--- config.mk ---
export PLATFORM = sky130hd
export DESIGN_NAME = fifo_wr_arbiter
export DESIGN_NICKNAME = d
export VERILOG_FILES = /design/src/rtl/fifo_arb_pkg.sv /design/src/rtl/fifo_wr_arbiter_rr_priority_pick.sv /design/src/rtl/fifo_wr_arbiter.sv
export SDC_FILE = /design/constraint.sdc
export NUM_CORES = 1
export LEC_CHECK = 0
export CORE_MARGIN = 1
export CORE_UTILIZATION = 42
export CTS_BUF_LIST = sky130_fd_sc_hd__clkbuf_4 sky130_fd_sc_hd__clkbuf_8
export CTS_CLUSTER_DIAMETER = 120
export DETAILED_ROUTE_END_ITERATION = 10
export PLACE_DENSITY = 0.87
export SYNTH_ARGS = -nofsm -noshare
export SYNTH_HDL_FRONTEND = slang
export SYNTH_SLANG_ARGS = --single-unit
--- constraint.sdc ---
create_clock -name clk -period 2.7 [get_ports clk]
set_input_delay 0.27 -clock clk [delete_from_list [all_inputs] [get_ports clk]]
set_output_delay 0.27 -clock clk [all_outputs]
set_load 0.02 [all_outputs]
--- src/rtl/fifo_arb_pkg.sv ---
// Shared types and helpers for the FIFO write-port arbiter.
// rr_pick() does the round-robin search used at arbitration time.
// The arbiter grants at most MAX_N producers.
package fifo_arb_pkg;

   typedef enum logic {
      IDLE  = 1'b0,
      GRANT = 1'b1
   } arb_state_t;

   localparam int MAX_N = 8;
   localparam int IDX_W = 3;

   // Default beat counter width.
   // It is sized so the counter reaches MAX_BURST-1 without wrapping.
   localparam int DEFAULT_MAX_BURST = 4;
   localparam int BEAT_CNT_W = $clog2(DEFAULT_MAX_BURST) + 1;

   function automatic int beat_cnt_width(input int max_burst);
      return $clog2(max_burst) + 1;
   endfunction

   // Returns the first set request after last_owner, wrapping around.
   // The loop walks from the farthest candidate down to the nearest one,
   // so the nearest set request is written last and therefore wins.
   function automatic logic [IDX_W-1:0] rr_pick(input logic [MAX_N-1:0] req,
                                                input logic [IDX_W-1:0] last_owner,
                                                input int n);
      logic [IDX_W-1:0] pick;
      int               idx;
      pick = last_owner;
      for (int k = n; k >= 1; k--) begin
         idx = (int'(last_owner) + k) % n;
         if (req[idx]) begin
            pick = IDX_W'(idx);
         end
      end
      return pick;
   endfunction

endpackage

--- src/rtl/fifo_wr_arbiter_rr_priority_pick.sv ---
// Combinational owner selection for the FIFO write arbiter.
// Optional feature: FIFO_WR_ARB_PRIO0_EN gives requester 0 absolute priority.
// When that feature is enabled, the other requesters rotate among themselves.
module rr_priority_pick
   import fifo_arb_pkg::*;
#(
   parameter int N  = 4,
   parameter int OW = $clog2(N)
) (
   input  logic [N-1:0]  req,
   input  logic [OW-1:0] last_owner,
   output logic [OW-1:0] owner
);

   logic [MAX_N-1:0] req_ext;

   // Widen the request vector to the width used by the package search helper.
   always_comb begin
      req_ext        = '0;
      req_ext[N-1:0] = req;
   end

   // Pick the next owner.
   // The result is only meaningful while some request is set.
   always_comb begin
`ifdef FIFO_WR_ARB_PRIO0_EN
      if (req[0]) begin
         owner = '0;
      end else begin
         owner = OW'(rr_pick(req_ext & ~MAX_N'(1), IDX_W'(last_owner), N));
      end
`else
      owner = OW'(rr_pick(req_ext, IDX_W'(last_owner), N));
`endif
   end

endmodule

--- src/rtl/fifo_wr_arbiter.sv ---
// Round-robin arbiter sharing one synchronous FIFO write port among N producers.
// A grant lasts for up to MAX_BURST accepted beats.
// Every grant is followed by one IDLE cycle.
// Optional feature macro: FIFO_WR_ARB_PRIO0_EN (requester 0 always wins arbitration).
module fifo_wr_arbiter
   import fifo_arb_pkg::*;
#(
   parameter int N         = 4,
   parameter int DW        = 8,
   parameter int MAX_BURST = 4
) (
   input  logic            clk,
   input  logic            rst_n,
   input  logic [N-1:0]    req,
   input  logic [N*DW-1:0] req_data,
   input  logic            fifo_full,
   output logic [N-1:0]    grant,
   output logic [N-1:0]    ack,
   output logic            fifo_w_en,
   output logic [DW-1:0]   fifo_data,
   output logic            busy
);

   localparam int OW = $clog2(N);
   localparam int CW = beat_cnt_width(MAX_BURST);

   arb_state_t    state;
   logic [OW-1:0] owner;
   logic [OW-1:0] last_owner;
   logic [OW-1:0] pick;
   logic [CW-1:0] beat_cnt;
   logic          owner_req;
   logic          transfer;
   logic          last_beat;

   rr_priority_pick #(.N(N), .OW(OW)) u_pick (
      .req        (req),
      .last_owner (last_owner),
      .owner      (pick)
   );

   assign owner_req = req[owner];
   assign transfer  = (state == GRANT) && owner_req && !fifo_full;
   assign last_beat = (beat_cnt == CW'(MAX_BURST - 1));

   // Drive the FIFO write side combinationally from the current owner.
   // grant is already one-hot on the owner, so it doubles as the ack mask.
   always_comb begin
      ack       = transfer ? grant : '0;
      fifo_w_en = transfer;
      fifo_data = (state == GRANT) ? req_data[int'(owner)*DW +: DW] : '0;
   end

   // Arbitration and burst-length state machine.
   // All outputs of this block are registered.
   always_ff @(posedge clk or negedge rst_n) begin
      if (!rst_n) begin
         state      <= IDLE;
         grant      <= '0;
         busy       <= 1'b0;
         beat_cnt   <= '0;
         owner      <= '0;
         last_owner <= OW'(N - 1);
      end else begin
         case (state)
            IDLE: begin
               if (|req) begin
                  state    <= GRANT;
                  owner    <= pick;
                  grant    <= N'(1) << pick;
                  busy     <= 1'b1;
                  beat_cnt <= '0;
               end
            end
            GRANT: begin
               if (!owner_req || (transfer && last_beat)) begin
                  state    <= IDLE;
                  grant    <= '0;
                  busy     <= 1'b0;
                  beat_cnt <= '0;
`ifdef FIFO_WR_ARB_PRIO0_EN
                  // Requester 0 bypasses the rotation.
                  // Leaving last_owner alone keeps the other requesters' turn order.
                  if (owner != '0) begin
                     last_owner <= owner;
                  end
`else
                  last_owner <= owner;
`endif
               end else if (transfer) begin
                  beat_cnt <= beat_cnt + CW'(1);
               end
            end
            default: begin
               state <= IDLE;
               grant <= '0;
               busy  <= 1'b0;
            end
         endcase
      end
   end

endmodule

# Yosys cells after proc, flatten, opt, wreduce, memory -nomap -nowiden
# Cells that the tools add are included.
[totals]
register_bits = 13
inputBits = 39
output_inout_bits = 18
[op_classes]
add_sub_neg = 5
order_cmp = 5
n_eq_ne = 4
shifts = 2
mux = 33
bitwise_logic = 5
n_reduce_logical = 15
[op_table]
columns = ["cell", "n"]
rows = [
  ["32-bit by 6-bit variable part select with 8-bit output", 1],
  ["3-bit by 5-bit less-than comparator with 1-bit output, second input constant", 4],
  ["1-bit two-way mux", 13],
  ["1-bit binary-select mux with 3-bit select", 4],
  ["4-bit two-way mux", 3],
  ["3-bit two-way mux", 3],
  ["2-bit two-way mux", 4],
  ["8-bit two-way mux", 1],
  ["4-bit one-hot mux with 2 select lines", 1],
  ["2-bit AND reduction", 4],
  ["2-bit OR reduction", 4],
  ["3-bit one-hot mux with 2 select lines", 1],
  ["2-bit by 1-bit adder with 2-bit output, second input constant", 2],
  ["2-bit adder, second input constant", 2],
  ["1-bit AND, first input constant", 4],
  ["1-bit one-hot mux with 2 select lines", 2],
  ["4-bit OR reduction", 1],
  ["1-bit by 2-bit << shifter with 4-bit output, first input constant", 1],
  ["3-bit by 1-bit adder with 3-bit output, second input constant", 1],
  ["3-bit by 2-bit == test with 1-bit output, second input constant", 1],
  ["1-bit logical AND", 3],
  ["2-bit by 3-bit less-than comparator with 1-bit output, second input constant", 1],
  ["3-bit by 1-bit != test with 1-bit output, second input constant", 1],
  ["1-bit binary-select mux with 2-bit select", 1],
  ["5 further kinds", 6],
]

# Longest topological paths before layout
# Gate-level depths: netlist of run 1.
[depth]
word_depth = 13
depth_mapped = 5

# By module
# Synthesis of run 1 repeated with hierarchy kept, for this count alone.
[hier_totals]
hier_cells = 97
hier_area_um2 = 994.7
[modules_own_cells]
columns = ["module", "instances", "cells_each", "area_each_um2", "seq_area_each_um2"]
rows = [
  ["fifo_wr_arbiter", 1, 84, 919.6, 327.8],
  ["rr_priority_pick", 1, 13, 75.1, 0.0],
]

# Least setup slack after synthesis of run 1
# OpenSTA, ideal clock, no wires.
[synth_timing]
path_type = "register -> output"
start = "reg owner[1]"
end = "out ack[0]"
arrival_time_ns = 1.386
path_slack_ns = 1.044
path_stages_with_launch = 5
n_path_buf = 0
path_cell_list = "dfrtp_1 > mux2_4 > a22oi_4 > nor2_1 > and2_1"
[synth_via]
elab_chain_len = 5
[synth_rtl]
columns = ["element", "line_no", "source"]
rows = [
  ["start, declared", "fifo_wr_arbiter.sv:28", "logic [OW-1:0] owner;"],
  ["start signal, assigned", "fifo_wr_arbiter.sv:69", "owner <= pick;"],
  ["1-bit binary-select mux with 2-bit select", "fifo_wr_arbiter.sv:42", "assign owner_req = req[owner];"],
  ["1-bit two-way mux (not written as such)", "fifo_wr_arbiter.sv:42", ""],
  ["1-bit logical AND (2 in a row)", "fifo_wr_arbiter.sv:43", "assign transfer = (state == GRANT) && owner_req && !fifo_full;"],
  ["net fifo_w_en", "fifo_wr_arbiter.sv:19", "output logic fifo_w_en,"],
  ["4-bit two-way mux", "fifo_wr_arbiter.sv:49", "ack = transfer ? grant : '0;"],
  ["end, declared", "fifo_wr_arbiter.sv:18", "output logic [N-1:0] ack,"],
]
# The timed path passes the listed nets, and every way through them passes these cells. The select of a mux whose other input is x is not followed.

# Final worst setup path of run 1
[layout_timing]
start = "reg owner[0]"
end = "out fifo_data[5]"
[layout_via]
elab_chain_len = 2
[layout_rtl]
columns = ["element", "line_no", "source"]
rows = [
  ["32-bit by 6-bit variable part select with 8-bit output", "fifo_wr_arbiter.sv:51", "fifo_data = (state == GRANT) ? req_data[int'(owner)*DW +: DW] : '0;"],
  ["8-bit two-way mux", "fifo_wr_arbiter.sv:51", ""],
  ["end, declared", "fifo_wr_arbiter.sv:20", "output logic [DW-1:0] fifo_data,"],
]
# No other way between the ends.

==> results by group, run 1 <==
Floorplan
  – Die Y: just over 50 um
  – Horiz. Die Dim: slightly above 50 um
  – Initial core utilization: 0.4521
  – I/O Pins: 57
  – DIE AREA: roughly 2600 sq um
  – CORE AREA: roughly 2200 sq um
  – FP Rows: 17

Global route
  – Vias in the first global route: 1020
  – Initial antenna violation count: 0
  – Largest net degree at the start of global routing: 15
  – GRT Residual Overflow: 0
  – Total track usage: 0.2281
  – First-pass GRT wire length: between 4000 and 5000 um

Worst setup path
  – CP arrival: between 2000 and 2500 ps
  – Reg-to-Reg End: grant[3]
  – Worst r2r path cells: 4
  – Worst Setup SP: owner[0]
  – Critical Path RT: 2430 ps
  – Critical path class: flip-flop to output port
  – CP Max Fanout: 8
  – CP startpoint kind: flip-flop
  – Origin of the critical flop-to-flop path: last_owner[0]
  – R2r setup slk: between 1000 and 1500 ps
  – Critical Path Sink: fifo_data[5]
  – CP Capture Type: output port

Detailed routing
  – DRT iter0 DRCs: 7
  – Pre-antenna DRT Iters: 4
  – Wire per inst: about 15 um
  – Routed Antenna Nets: 0
  – Drt via density: approximately 5.5
  – Vias post-DR: roughly 950
  – DRT Wirelength: approximately 2700 um
  – Detailed-route DRC error count: 0

Placed design
  – Place WS: ~310 ps
  – Gpl congestion: roughly 0.72
  – Buffers added on ports: 56
  – Final HPWL from detailed placement: around 2200 um
  – Placed Instances: 170

Synthesis
  – Syn nets: about 130
  – Seq cells post-synth: 13
  – Most frequent cells after synthesis: and2_1 (13), dfrtp_1 (11), mux4_2 (8), nor2_1 (7), inv_1 (5)
  – Mean Syn Cell Area: between 10 and 15 sq um
  – Cell area after synthesis: a little over 1000 sq um
  – FFs w/ async S/R, synth: 1.000
  – Yosys top cell area share: 0.2726
  – Ys flop type: dfrtp_1
  – Count of unique library cells instantiated by Yosys: 32
  – EDFF count, synth: 0
  – Top post-synthesis cells by area: dfrtp_1 (27%), mux4_2 (18%), and2_1 (8.1%)
  – Cell with the most instances after synthesis: and2_1
  – Synthesis Warnings: 0
  – Area leader, netlist: dfrtp_1
  – Register area share after synthesis: 0.3247
  – Synthesized instance count: 87

Timing
  – PnR worst setup slack: between 200 and 250 ps
  – RSZ-0062 raised after global routing: false
  – Worst rel slew slack: 0.6077
  – Worst Skew: around 1.2 ps
  – Setup TNS: 0 ps
  – Minimum clock period: ~2500 ps
  – Final hold vios: 0
  – Fin crit share: 0.9123
  – Setup-failing EPs final: 0
  – Top achievable clock speed: 0.4060 GHz
  – Worst-Margin Slew: 586.6 ps
  – Slew Viols, Final: 0

Clock network
  – Worst-path clk slew: about 80 ps
  – H-tree lvl count: 1
  – Post_cts resized: 0
  – Hold_buf cts: 0
  – Maximum root-to-sink buffer count: 2
  – CTS Sinks: 13
  – CTS tree: yes
  – Root buffer cell: clkbuf_4
  – Total CTS buffers: 3
  – Worst-skew pair later-pin latency: approximately 280 ps
  – Post-CTS setup buffers: 0

Finish
  – Share of cells above drive strength 1: 0.1781
  – Final Net Count: around 190
  – Post-layout util: 0.7249
  – Diodes inserted: 0
  – Post-route insts no fill: roughly 170
  – Area Growth Syn to Fin: 60.35%

Power and ir drop
  – Peak supply drop: 609.0 uV
  – Leak Pwr: slightly below 0.7 nW
  – P per Cell Area: approximately 970 nW/um^2

Hold path
  – Class of the worst hold path: input port to async pin

Status
  – Status: finished, final reports clean

Run
  – Maxcap violations: 0
-- metal layers --
| layer | GRT usage | share of wire |
|---|---|---|
| met3 | 0.05655 | 0.11 |
| met5 | 0 | 0 |
| met2 | 0.4079 | 0.48 |
| met4 | 0.05556 | 0.0052 |
| met1 | 0.2708 | 0.41 |
-- worst min-delay path by stage --
stage                   to  slack [ps]        start  cells past startpoint
2_1_floorplan  beat_cnt[0]         -30        rst_n                      0
3_3_place_gp   beat_cnt[2]         480  beat_cnt[2]                      1
3_5_place_dp   beat_cnt[1]         490  beat_cnt[1]                      1
4_1_cts        beat_cnt[0]         380        rst_n                      1
5_1_grt        beat_cnt[0]         400        rst_n                      1
6_report          grant[1]         350        rst_n                      1
-- critical path, cell delays in order, from the launching register on --
cell and delay [ps]:
dfrtp_1 450, buf_4 240, mux4_2 510, and2_1 180, clkdlybuf4s50_1 530
-- sequential cells by signal, summed over array words and instances (netlist names) --
name and count:
grant 4, busy 1, owner 2, beat_cnt 3, state 1, last_owner 2
-- cell families (layout without fill, tap and decap cells) --
logic type      Yosys count  count (layout)  share of synthesized area
mux                      14              14                     0.2590
simple gates             30              30                     0.1685
fa+ha+maj                 2               2                    0.02478
flops                    13              13                     0.3247
buf+inv                   8              67                    0.04708
compound gates           20              20                     0.1760
-- per-stage QoR --
stage / hold slack, ps / cell area (sq um) / power [mW]
floorplan: -25.59 / 1010 / 1.070
global placement: 482.9 / 1592 / 1.423
detailed placement: 493.5 / 1592 / 1.450
CTS: 379.5 / 1619 / 1.576
global route: 395.6 / 1619 / 1.672
finish: 353.5 / 1619 / 1.565
-- where the power goes --
part	leakage, nW	internal (mW)	switching, mW
clock network	0.0177	0.0551	0.0699
logic	0.507	0.584	0.463
registers	0.161	0.292	0.101
total	0.686	0.931	0.634
-- cells in the final DEF, fill, tap and decap left out, types with 3 or more instances in the layout --
master,Yosys,final
a21oi_1,3,3
and2_1,13,13
clkbuf_4,0,3
clkdlybuf4s50_1,0,56
dfrtp_1,11,11
inv_1,5,5
mux2_4,4,4
mux4_2,8,8
nand2b_1,3,3
nor2_1,7,7
o2bb2ai_1,4,4
-- area by class of cell --
| type | instances | area, sq um |
|---|---|---|
| Clock buffer | 3 | 22.52 |
| Clock inverter | 1 | 5.005 |
| Fill cell | 167 | 614.3 |
| Inverter | 5 | 18.77 |
| Multi-Input combinational cell | 66 | 634.4 |
| Sequential cell | 13 | 327.8 |
| Tap cell | 28 | 35.03 |
| Timing Repair Buffer | 58 | 575.6 |
Power figures use the tool's default switching activity.
==> run 2: changes to the inputs <==
--- a/config.mk
+++ b/config.mk
@@ -5,6 +5,7 @@
 export SDC_FILE = /design/constraint.sdc
 export NUM_CORES = 1
 export LEC_CHECK = 0
+export CAP_MARGIN = 20
 export CORE_MARGIN = 1
 export CORE_UTILIZATION = 42
 export CTS_BUF_LIST = sky130_fd_sc_hd__clkbuf_4 sky130_fd_sc_hd__clkbuf_8
==> results of run 2 <==
No change in the layout: final DEF, timing and power equal those of run 1.
==> run 3: changes to the inputs <==
--- a/config.mk
+++ b/config.mk
@@ -5,9 +5,10 @@
 export SDC_FILE = /design/constraint.sdc
 export NUM_CORES = 1
 export LEC_CHECK = 0
+export ABC_AREA = 1
 export CAP_MARGIN = 20
 export CORE_MARGIN = 1
-export CORE_UTILIZATION = 42
+export CORE_UTILIZATION = 44
 export CTS_BUF_LIST = sky130_fd_sc_hd__clkbuf_4 sky130_fd_sc_hd__clkbuf_8
 export CTS_CLUSTER_DIAMETER = 120
 export DETAILED_ROUTE_END_ITERATION = 10
==> run 3 against run 2 <==
Total power grew 13%. Largest power group unchanged. Clock skew grew 6.3 ps. Die area grew 7.0%. Fmax down 0.55%. Global-route usage grew 1.0 points. Synthesized area increased by 12%.
==> results by group, run 3 <==
Finish
  – Top reg by flops: grant
  – Final Net Count: roughly 290
  – Area Growth Syn to Fin: 52.59%
  – Post-route insts no fill: 274
  – Share of cells above drive strength 1: 0.1230
  – Most frequent cells in the layout: clkdlybuf4s50_1 (56), nand2_1 (50), nor2_1 (39)
  – Max FFs per register: 4
  – Most common cell after layout, fill and taps aside: clkdlybuf4s50_1
  – Biggest regs: grant x4, beat_cnt x3
  – Diodes inserted: 0

Clock network
  – Root buffer cell: clkbuf_4
  – H-tree lvl count: 1
  – Worst-skew pair later-pin latency: between 200 and 300 ps
  – Hold_buf cts: 0
  – Post_cts resized: 0
  – Post-CTS setup buffers: 0
  – Maximum root-to-sink buffer count: 2
  – CTS tree: yes
  – CTS Sinks: 13
  – Worst-path clk slew: 80 ps
  – Total CTS buffers: 3

Floorplan
  – CORE AREA: ~2500 sq um
  – FP Rows: 18
  – DIE AREA: between 2000 and 3000 sq um
  – Horiz. Die Dim: 52.79 um
  – Die Y: ~53 um
  – I/O Pins: 57
  – Initial core utilization: 0.4623

Synthesis
  – Synthesized instance count: ~190
  – Most frequent cells after synthesis: nand2_1 (50), nor2_1 (39), o21ai_0 (19), inv_1 (16), dfrtp_1 (11)
  – Seq cells post-synth: 13
  – Main combinational cell family by area after synthesis: simple AND/OR/NAND/NOR gates
  – Area leader, netlist: dfrtp_1
  – FFs w/ async S/R, synth: 1.000
  – Post-Synth XOR/XNOR Area: 0
  – Mean Syn Cell Area: roughly 6.0 sq um
  – Synthesis Warnings: 0
  – Count of unique library cells instantiated by Yosys: 21
  – Cell with the most instances after synthesis: nand2_1
  – Compound-gate portion of the synthesized area: 0.1566
  – Yosys top cell area share: 0.2426
  – Cell area after synthesis: roughly 1100 sq um
  – Top post-synthesis cells by area: dfrtp_1 (24%), nand2_1 (17%), nor2_1 (13%)
  – Register area share after synthesis: 0.2889
  – Post-Synth Simple-Gate Area: 0.4090
  – Ys flop type: dfrtp_1
  – Synth Area in Adders: 0.02205
  – EDFF count, synth: 0
  – Post-synthesis mux area share: 0
  – Syn nets: between 200 and 250

Hold path
  – Class of the worst hold path: input port to async pin

Placed design
  – Buffers added on ports: 56
  – Final HPWL from detailed placement: 2388 um
  – Placed Instances: 270
  – Gpl congestion: 0.8069

Power and ir drop
  – P per Cell Area: slightly above 1000 nW/um^2
  – Peak supply drop: about 710 uV
  – Leak Pwr: around 0.82 nW

Timing
  – Fin crit share: 0.9173
  – Setup TNS: 0 ps
  – Final hold vios: 0
  – Setup-failing EPs final: 0
  – Worst Skew: approximately 7.5 ps
  – Top achievable clock speed: between 0.4 and 0.5 GHz
  – RSZ-0062 raised after global routing: false
  – Minimum clock period: 2477 ps
  – Worst rel slew slack: 0.6145
  – Slew Viols, Final: 0
  – Worst-Margin Slew: 576.5 ps

Global route
  – M1 GR Usage: 0.3124
  – GR peak layer: met2
  – First-pass GRT wire length: between 4000 and 5000 um
  – Vias in the first global route: approximately 1200
  – GR Util met3: 0.03768
  – Largest net degree at the start of global routing: 18
  – Initial antenna violation count: 0
  – Total track usage: 0.2382
  – M2 GR Usage: 0.4093
  – GRT Residual Overflow: 0

Detailed routing
  – Wire per inst: between 10 and 15 um
  – Detailed-route DRC error count: 0
  – Pre-antenna DRT Iters: 4
  – Routed Antenna Nets: 0
  – Drt via density: approximately 4.7
  – DRT iter0 DRCs: 29
  – DRT Wirelength: about 3000 um
  – Vias post-DR: 1284

Worst setup path
  – CP arrival: approximately 2200 ps
  – CP Max Fanout: 12
  – CP Capture Type: output port
  – R2r setup slk: between 1000 and 1500 ps
  – CP startpoint kind: flip-flop
  – Critical Path RT: ~2400 ps
  – Critical path class: flip-flop to output port

Run
  – Maxcap violations: 0

Status
  – Status: finished, final reports clean
## run 3: metal layers
| metal | vias up | part of all wire |
|---|---|---|
| met2 | 23 | 0.50 |
| met4 | 0 | 0.0034 |
| li1 | 696 | - |
| met5 | - | 0 |
| met3 | 3 | 0.026 |
| met1 | 562 | 0.47 |
## run 3: layout make-up
type	instances	area [sq um]
clock buffers	4	30.03
fillers	211	723.2
inverters	24	93.84
multi-input cells	145	666.9
flip-flops and latches	13	327.8
well taps	30	37.54
repair buffers	58	575.6
## run 3: cell families (layout without fill, tap and decap cells)
logic type	Yosys count	after routing
simple gates	109	109
compound gates	34	34
buf+inv	30	86
flops	13	13
fa+ha+maj	2	2
## run 3: worst max-delay path, cell delays in order, from the launching register on
cell and delay, ps:
dfrtp_1 500, inv_2 240, a21oi_1 60, o21ai_1 130, nand2_2 90, nor2_4 100, nand2_2 100, nor2_1 100
clkdlybuf4s50_1 610
## run 3: final timing paths
| path | start | end | cells past startpoint |
|---|---|---|---|
| worst max-delay path | owner[1] | ack[0] | 8 |
| worst min-delay path | rst_n | busy | 1 |
| worst max register to register | owner[1] | beat_cnt[2] | 9 |
| worst min register to register | beat_cnt[1] | beat_cnt[1] | 2 |
| max in group asynchronous | rst_n | beat_cnt[1] | 1 |
| min in group clk | beat_cnt[1] | beat_cnt[1] | 2 |
## run 3: power breakdown
| part | leakage, nW | switching (mW) | total, mW | internal, mW |
|---|---|---|---|---|
| Clock | 0.0184 | 0.0647 | 0.132 | 0.0673 |
| Sequential | 0.162 | 0.105 | 0.384 | 0.279 |
| Combinational | 0.643 | 0.725 | 1.25 | 0.520 |
## run 3: per-stage QoR
step                      total power [mW]    util  setup slack [ps]  hold WS, ps  area (sq um)
after global placement               1.617  0.6932             453.7        460.5          1702
after global routing                 1.938  0.7054             82.82        397.7          1732
after floorplan                      1.234       -              1175       -25.59          1135
after detailed placement             1.635  0.6932             429.2        465.6          1702
final                                1.761  0.7054             223.3        353.8          1732
after CTS                            1.774  0.7054             217.9        365.0          1732
